--- src/rtl/display_scan_controller.sv ---
// Time-multiplexed seven-segment scan controller: shares one external BCD decoder
// across NUM_DIGITS common-anode positions with blanking, blink and zero suppression.
module display_scan_controller #(
  parameter int NUM_DIGITS   = 4,
  parameter int REFRESH_DIV  = 50000,
  parameter int BLANK_CYCLES = 500,
  parameter int BLINK_FRAMES = 100
) (
  input  logic                    clk,
  input  logic                    reset,
  input  logic [4*NUM_DIGITS-1:0] digits,
  input  logic                    load,
  input  logic [NUM_DIGITS-1:0]   blink_mask,
  input  logic                    blank_lead,
  output logic                    load_ack,
  output logic [3:0]              bcd,
  input  logic [6:0]              seg7_in,
  output logic [6:0]              seg_out,
  output logic [NUM_DIGITS-1:0]   an,
  output logic                    frame_done
);

  localparam int TICK_W  = (REFRESH_DIV  > 1) ? $clog2(REFRESH_DIV)  : 1;
  localparam int IDX_W   = (NUM_DIGITS   > 1) ? $clog2(NUM_DIGITS)   : 1;
  localparam int BLINK_W = (BLINK_FRAMES > 1) ? $clog2(BLINK_FRAMES) : 1;

  localparam logic [TICK_W-1:0]  TICK_LAST       = TICK_W'(REFRESH_DIV - 1);
  localparam logic [TICK_W-1:0]  TICK_BLANK_LAST = TICK_W'(BLANK_CYCLES - 1);
  localparam logic [IDX_W-1:0]   IDX_LAST        = IDX_W'(NUM_DIGITS - 1);
  localparam logic [BLINK_W-1:0] BLINK_LAST      = BLINK_W'(BLINK_FRAMES - 1);
  localparam logic [6:0]         SEG_OFF         = 7'h7F;

  typedef enum logic {
    ST_BLANK,
    ST_DRIVE
  } state_e;

  state_e                  state_q, state_d;
  logic [TICK_W-1:0]       tick_q, tick_d;
  logic [IDX_W-1:0]        idx_q, idx_d;
  logic [NUM_DIGITS-1:0]   an_q, an_d;
  logic [6:0]              seg_out_q, seg_d;

  logic [3:0]              shadow_digits_q [NUM_DIGITS];
  logic [NUM_DIGITS-1:0]   shadow_blink_q;
  logic                    shadow_lead_q;
  logic                    load_pend_q;
  logic [BLINK_W-1:0]      blink_cnt_q;
  logic                    blink_phase_q;

  logic                    slot_end;
  logic                    capture;
  logic [NUM_DIGITS-1:0]   suppress;

  assign slot_end   = (tick_q == TICK_LAST);
  assign frame_done = slot_end && (idx_q == IDX_LAST);
  // A load arriving in the frame_done cycle itself is honoured without waiting a frame.
  assign capture    = frame_done && (load_pend_q || load);
  assign load_ack   = capture;

  assign bcd     = shadow_digits_q[idx_q];
  assign seg_out = seg_out_q;
  assign an      = an_q;

  // Slot sequencing: tick/idx counters and the BLANK/DRIVE phase within a slot.
  always_comb begin
    // NOTE: every always_comb output gets a default first so no path can infer a latch.
    tick_d  = tick_q + 1'b1;
    idx_d   = idx_q;
    state_d = state_q;
    if (slot_end) begin
      tick_d = '0;
      idx_d  = (idx_q == IDX_LAST) ? '0 : idx_q + 1'b1;
    end
    case (state_q)
      ST_BLANK: if (tick_q == TICK_BLANK_LAST) state_d = ST_DRIVE;
      ST_DRIVE: if (slot_end)                  state_d = ST_BLANK;
      default:                                 state_d = ST_BLANK;
    endcase
  end

  // Anodes are registered from next-state values so they drop with the idx change.
  always_comb begin
    an_d = '1;
    if (state_d == ST_DRIVE) an_d[idx_d] = 1'b0;
  end

  // Digit i>0 is a leading zero when it and every digit above it read zero.
  always_comb begin : lead_zero
    logic zero_above;
    zero_above = 1'b1;
    suppress   = '0;
    for (int i = NUM_DIGITS - 1; i > 0; i--) begin
      zero_above  = zero_above && (shadow_digits_q[i] == 4'h0);
      suppress[i] = shadow_lead_q && zero_above;
    end
  end

  always_comb begin
    seg_d = seg7_in;
    if ((blink_phase_q && shadow_blink_q[idx_q]) || suppress[idx_q]) seg_d = SEG_OFF;
  end

  always_ff @(posedge clk) begin
    if (reset) begin
      state_q       <= ST_BLANK;
      tick_q        <= '0;
      idx_q         <= '0;
      an_q          <= '1;
      seg_out_q     <= SEG_OFF;
      load_pend_q   <= 1'b0;
      blink_cnt_q   <= '0;
      blink_phase_q <= 1'b0;
      shadow_blink_q <= '0;
      shadow_lead_q  <= 1'b0;
      // NOTE: the shadow digit array is reset deliberately: bcd must present 4'h0 out of reset.
      for (int i = 0; i < NUM_DIGITS; i++) shadow_digits_q[i] <= 4'h0;
    end else begin
      // NOTE: all state here uses non-blocking assignment so every register samples pre-edge values.
      state_q   <= state_d;
      tick_q    <= tick_d;
      idx_q     <= idx_d;
      an_q      <= an_d;
      seg_out_q <= seg_d;

      if (capture) begin
        load_pend_q    <= 1'b0;
        shadow_blink_q <= blink_mask;
        shadow_lead_q  <= blank_lead;
        for (int i = 0; i < NUM_DIGITS; i++) shadow_digits_q[i] <= digits[4*i +: 4];
      end else if (load) begin
        load_pend_q <= 1'b1;
      end

      if (frame_done) begin
        if (blink_cnt_q == BLINK_LAST) begin
          blink_cnt_q   <= '0;
          blink_phase_q <= ~blink_phase_q;
        end else begin
          blink_cnt_q <= blink_cnt_q + 1'b1;
        end
      end
    end
  end

endmodule

--- config.mk ---
export PLATFORM = sky130hd
export DESIGN_NAME = display_scan_controller
export DESIGN_NICKNAME = d
export VERILOG_FILES = /design/src/rtl/display_scan_controller.sv
export SDC_FILE = /design/constraint.sdc
export NUM_CORES = 1
export LEC_CHECK = 0
export CELL_PAD_IN_SITES_DETAIL_PLACEMENT = 1
export CELL_PAD_IN_SITES_GLOBAL_PLACEMENT = 2
export CORE_ASPECT_RATIO = 0.8
export CORE_UTILIZATION = 25
export CTS_BUF_LIST = sky130_fd_sc_hd__clkbuf_4
export CTS_CLUSTER_SIZE = 14
export DETAILED_ROUTE_END_ITERATION = 7
export PLACE_DENSITY = 0.76
export SYNTH_ARGS = -nofsm -noshare
export SYNTH_HDL_FRONTEND = slang
export SYNTH_SLANG_ARGS = --single-unit
--- constraint.sdc ---
create_clock -name clk -period 3.2 [get_ports clk]
set_input_delay 0.32 -clock clk [delete_from_list [all_inputs] [get_ports clk]]
set_output_delay 0.32 -clock clk [all_outputs]
set_load 0.005 [all_outputs]
==> results.py <==
metrics = {
    "outcome": {
        "outcome": "finished clean",
    },
    "worst_setup_path": {
        "worstPathRequired_ns": 2.88,
        "crit_arrival_ns": 2.73,
        "startpoint": "tick_q[0]",
        "cp_num_cells": 5,
        "setup.worst_path.end": "load_ack",
        "r2r_slack_ns": 0.71,
        "r2r_cells": 5,
        "critPathTopFamily": "simple AND/OR/NAND/NOR gates",
        "crit_path_cell_trace": "ha_1 > nand3_2 > or4_4 > nor3_1 > clkdlybuf4s50_1",
        "worstSetupPathType": "reg -> out",
        "crit_buf_inv": 1,
        "r2r-start": "tick_q[0]",
        "critPathSlowestCell": "or4_4",
        "critPathLaunchType": "flop",
        "r2r_end": "shadow_digits_q[0][3]",
        "max_stage_delay_ns": 0.69,
        "end_kind": "output port",
        "crit_fanout": 13,
    },
    "flow_run": {
        "maxCapViolCount": 0,
    },
    "timing": {
        "holdWs_ns": 0.471,
        "setup_viol": 0,
        "fin_tns_setup_ns": 0,
        "layout_setup_ws_ns": 0.152,
        "slew_violations": 0,
        "clock_skew_ns": 0.0111,
        "hold_violations": 0,
        "max_freq_ghz": 0.328,
        "tightest_slew_ns": 0.695,
        "maxSlewHeadroom": 0.537,
        "finalCriticalPeriod_ns": 3.05,
        "period_share": 0.952,
    },
    "floorplanning": {
        "start_util": 0.263,
        "dieWidth_um": 116,
        "die-area_um2": 10700,
        "die_y_um": 92.8,
        "ios": 48,
        "coreArea_um2": 9810,
        "rows": 32,
    },
    "placement": {
        "post-dp-hpwl_mm": 4.58,
        "gp_congestion": 0.725,
        "portBuffers": 47,
        "dp_slack_ns": 0.498,
        "post_dp_cell_area_um2": 3250,
    },
    "clocking": {
        "clkSinkCount": 60,
        "clk_latency_ns": 0.41,
        "clk_pin_slew_worst_paths_ns": 0.10,
        "cts_resized": 0,
        "cts_tree": "done",
        "cts_root_buffer": "clkbuf_4",
        "cts_setup_buffers": 0,
        "cts_buffers": 9,
        "hold_buffers": 0,
        "ctsHtreeMaxLevel": 3,
        "max-clock-path-buffers": 2,
    },
    "grt": {
        "grt_max_degree": 19,
        "antenna_found_initial": 0,
        "grt_pass1_vias": 2148,
        "grt_use_total": 0.133,
        "grt_pass1_wl_mm": 10.8,
        "grt.overflow.total": 0,
    },
    "logic_synthesis": {
        "post-synth-top-count-cell": "dfxtp_1",
        "async_flop_share": 0,
        "synthCells": 247,
        "synthTopCellsByCount": "dfxtp_1 (44), a21oi_1 (18), and2_1 (17)",
        "synth_warnings": 0,
        "netlist_area_um2": 2580,
        "yosysTopAreaCellShare": 0.342,
        "synth_edf_count": 16,
        "synth_flop_cell": "dfxtp_1",
        "ys_ff_latch": 60,
        "yosysTopAreaCell": "dfxtp_1",
        "seq_area_frac_synth": 0.528,
        "synth_cell_types": 40,
        "syn_area_per_cell_um2": 10.4,
        "synth_nets": 281,
        "yosys-top-cells-area": "dfxtp_1 (34%), edfxtp_1 (19%), mux4_2 (4.4%), and2_1 (4.1%), a21oi_1 (3.5%)",
    },
    "pwr": {
        "seqPwrFrac": 0.537,
        "power_leakage_nw": 1.11,
        "combPwrFrac": 0.059,
        "p_int_mw": 1.16,
        "swShare": 0.221,
        "switchingPower_mw": 0.331,
        "powerDensity_nw_per_um2": 438,
        "power_frac_clock": 0.404,
        "power_mw": 1.49,
        "vdd_drop_max_v": 0.000167,
    },
    "finish": {
        "area_growth_pct": 32.3,
        "stdcell_area_um2": 3410,
        "antenna_cells": 0,
        "drive_above_1_share": 0.117,
        "layout.nets": 338,
    },
    "drt": {
        "vias_per_cell": 4.73,
        "routedWlPerCell_um": 14.4,
        "drtIter0Drc": 54,
        "vias": 2105,
        "drtPass1Iterations": 4,
        "ant_nets": 0,
        "wl_mm": 6.40,
        "drcViolationCount": 0,
    },
    "min_path": {
        "hp-class": "in -> reg",
    },
}
[cell type report]
type,instances,area [um^2]
multi-input combinational,172,1170
sequential,60,1360
timing repair buffer,54,523
clock buffer,9,67.6
inverter,7,26.3
fill,1099,6400
tap,136,170
clock inverter,7,91.3
[power groups by stage]
stage               Combinational, mW  Clock [mW]  Sequential, mW
finish                         0.0881       0.604           0.802
floorplan                      0.0270           0           0.817
global placement               0.0880           0           0.818
detailed placement             0.0890           0           0.819
global route                   0.0957       0.668           0.805
CTS                            0.0896       0.633           0.802
[registers in the layout, summed over array words and instances, names as in the netlist, 2 cells and up]
signal / flops
an: 4
tick_q: 16
seg_out: 7
shadow_digits_q: 16
idx_q: 2
shadow_blink_q: 4
blink_cnt_q: 7
[metrics by stage]
| stage | cells | util |
|---|---|---|
| 2_1_floorplan | 247 | - |
| 3_3_place_gp | 429 | 0.331 |
| 3_5_place_dp | 429 | 0.331 |
| 4_1_cts | 445 | 0.347 |
| 5_1_grt | 445 | 0.348 |
| 6_report | 445 | 0.348 |
[worst min-delay path by stage]
stage / start / end / slack [ns] / cells after the start
floorplan: seg7_in[0] / seg_out[0] / 0.43 / 1
global placement: tick_q[0] / tick_q[0] / 0.44 / 1
detailed placement: tick_q[0] / tick_q[0] / 0.46 / 1
CTS: seg7_in[3] / seg_out[3] / 0.43 / 2
global route: blink_mask[2] / shadow_blink_q[2] / 0.45 / 3
finish: seg7_in[3] / seg_out[3] / 0.47 / 2
[cells in the final DEF (no fill, tap or decap), drive strengths merged, types with 9 or more instances in the layout]
| cell type | n |
|---|---|
| and2 | 17 |
| nor2 | 15 |
| nand3b | 9 |
| o21ai | 12 |
| a21oi | 18 |
| dfxtp | 44 |
| nand3 | 15 |
| clkbuf | 9 |
| edfxtp | 16 |
| clkdlybuf4s50 | 47 |
| nand2 | 15 |
[worst reg2reg max path: cells and delay by family, from the launching register on]
family,cells,cell delay [ns]
and+or+nand+nor,4,1.72
adders and majority gates,1,0.27
DFF,1,0.39
[cell families (layout without fill, tap and decap cells)]
logic type      after synthesis  count (layout)  synth area share
compound gates               42              42            0.0947
xor+xnor                     11              11            0.0374
fa+ha+maj                     3               3            0.0146
buf+inv                      15              77            0.0223
flops                        60              60             0.528
mux                           5               5            0.0437
simple gates                111             111             0.259
[per-layer routing]
| metal | vias to the layer above | GRT usage | routed length [um] |
|---|---|---|---|
| met3 | 6 | 0.0419 | 270 |
| met4 | 0 | 0.0487 | 61 |
| met5 | - | 0 | 0 |
| li1 | 1034 | - | - |
| met1 | 1019 | 0.174 | 3100 |
| met2 | 46 | 0.205 | 2970 |
No activity file was read; power rests on OpenSTA's default activity.
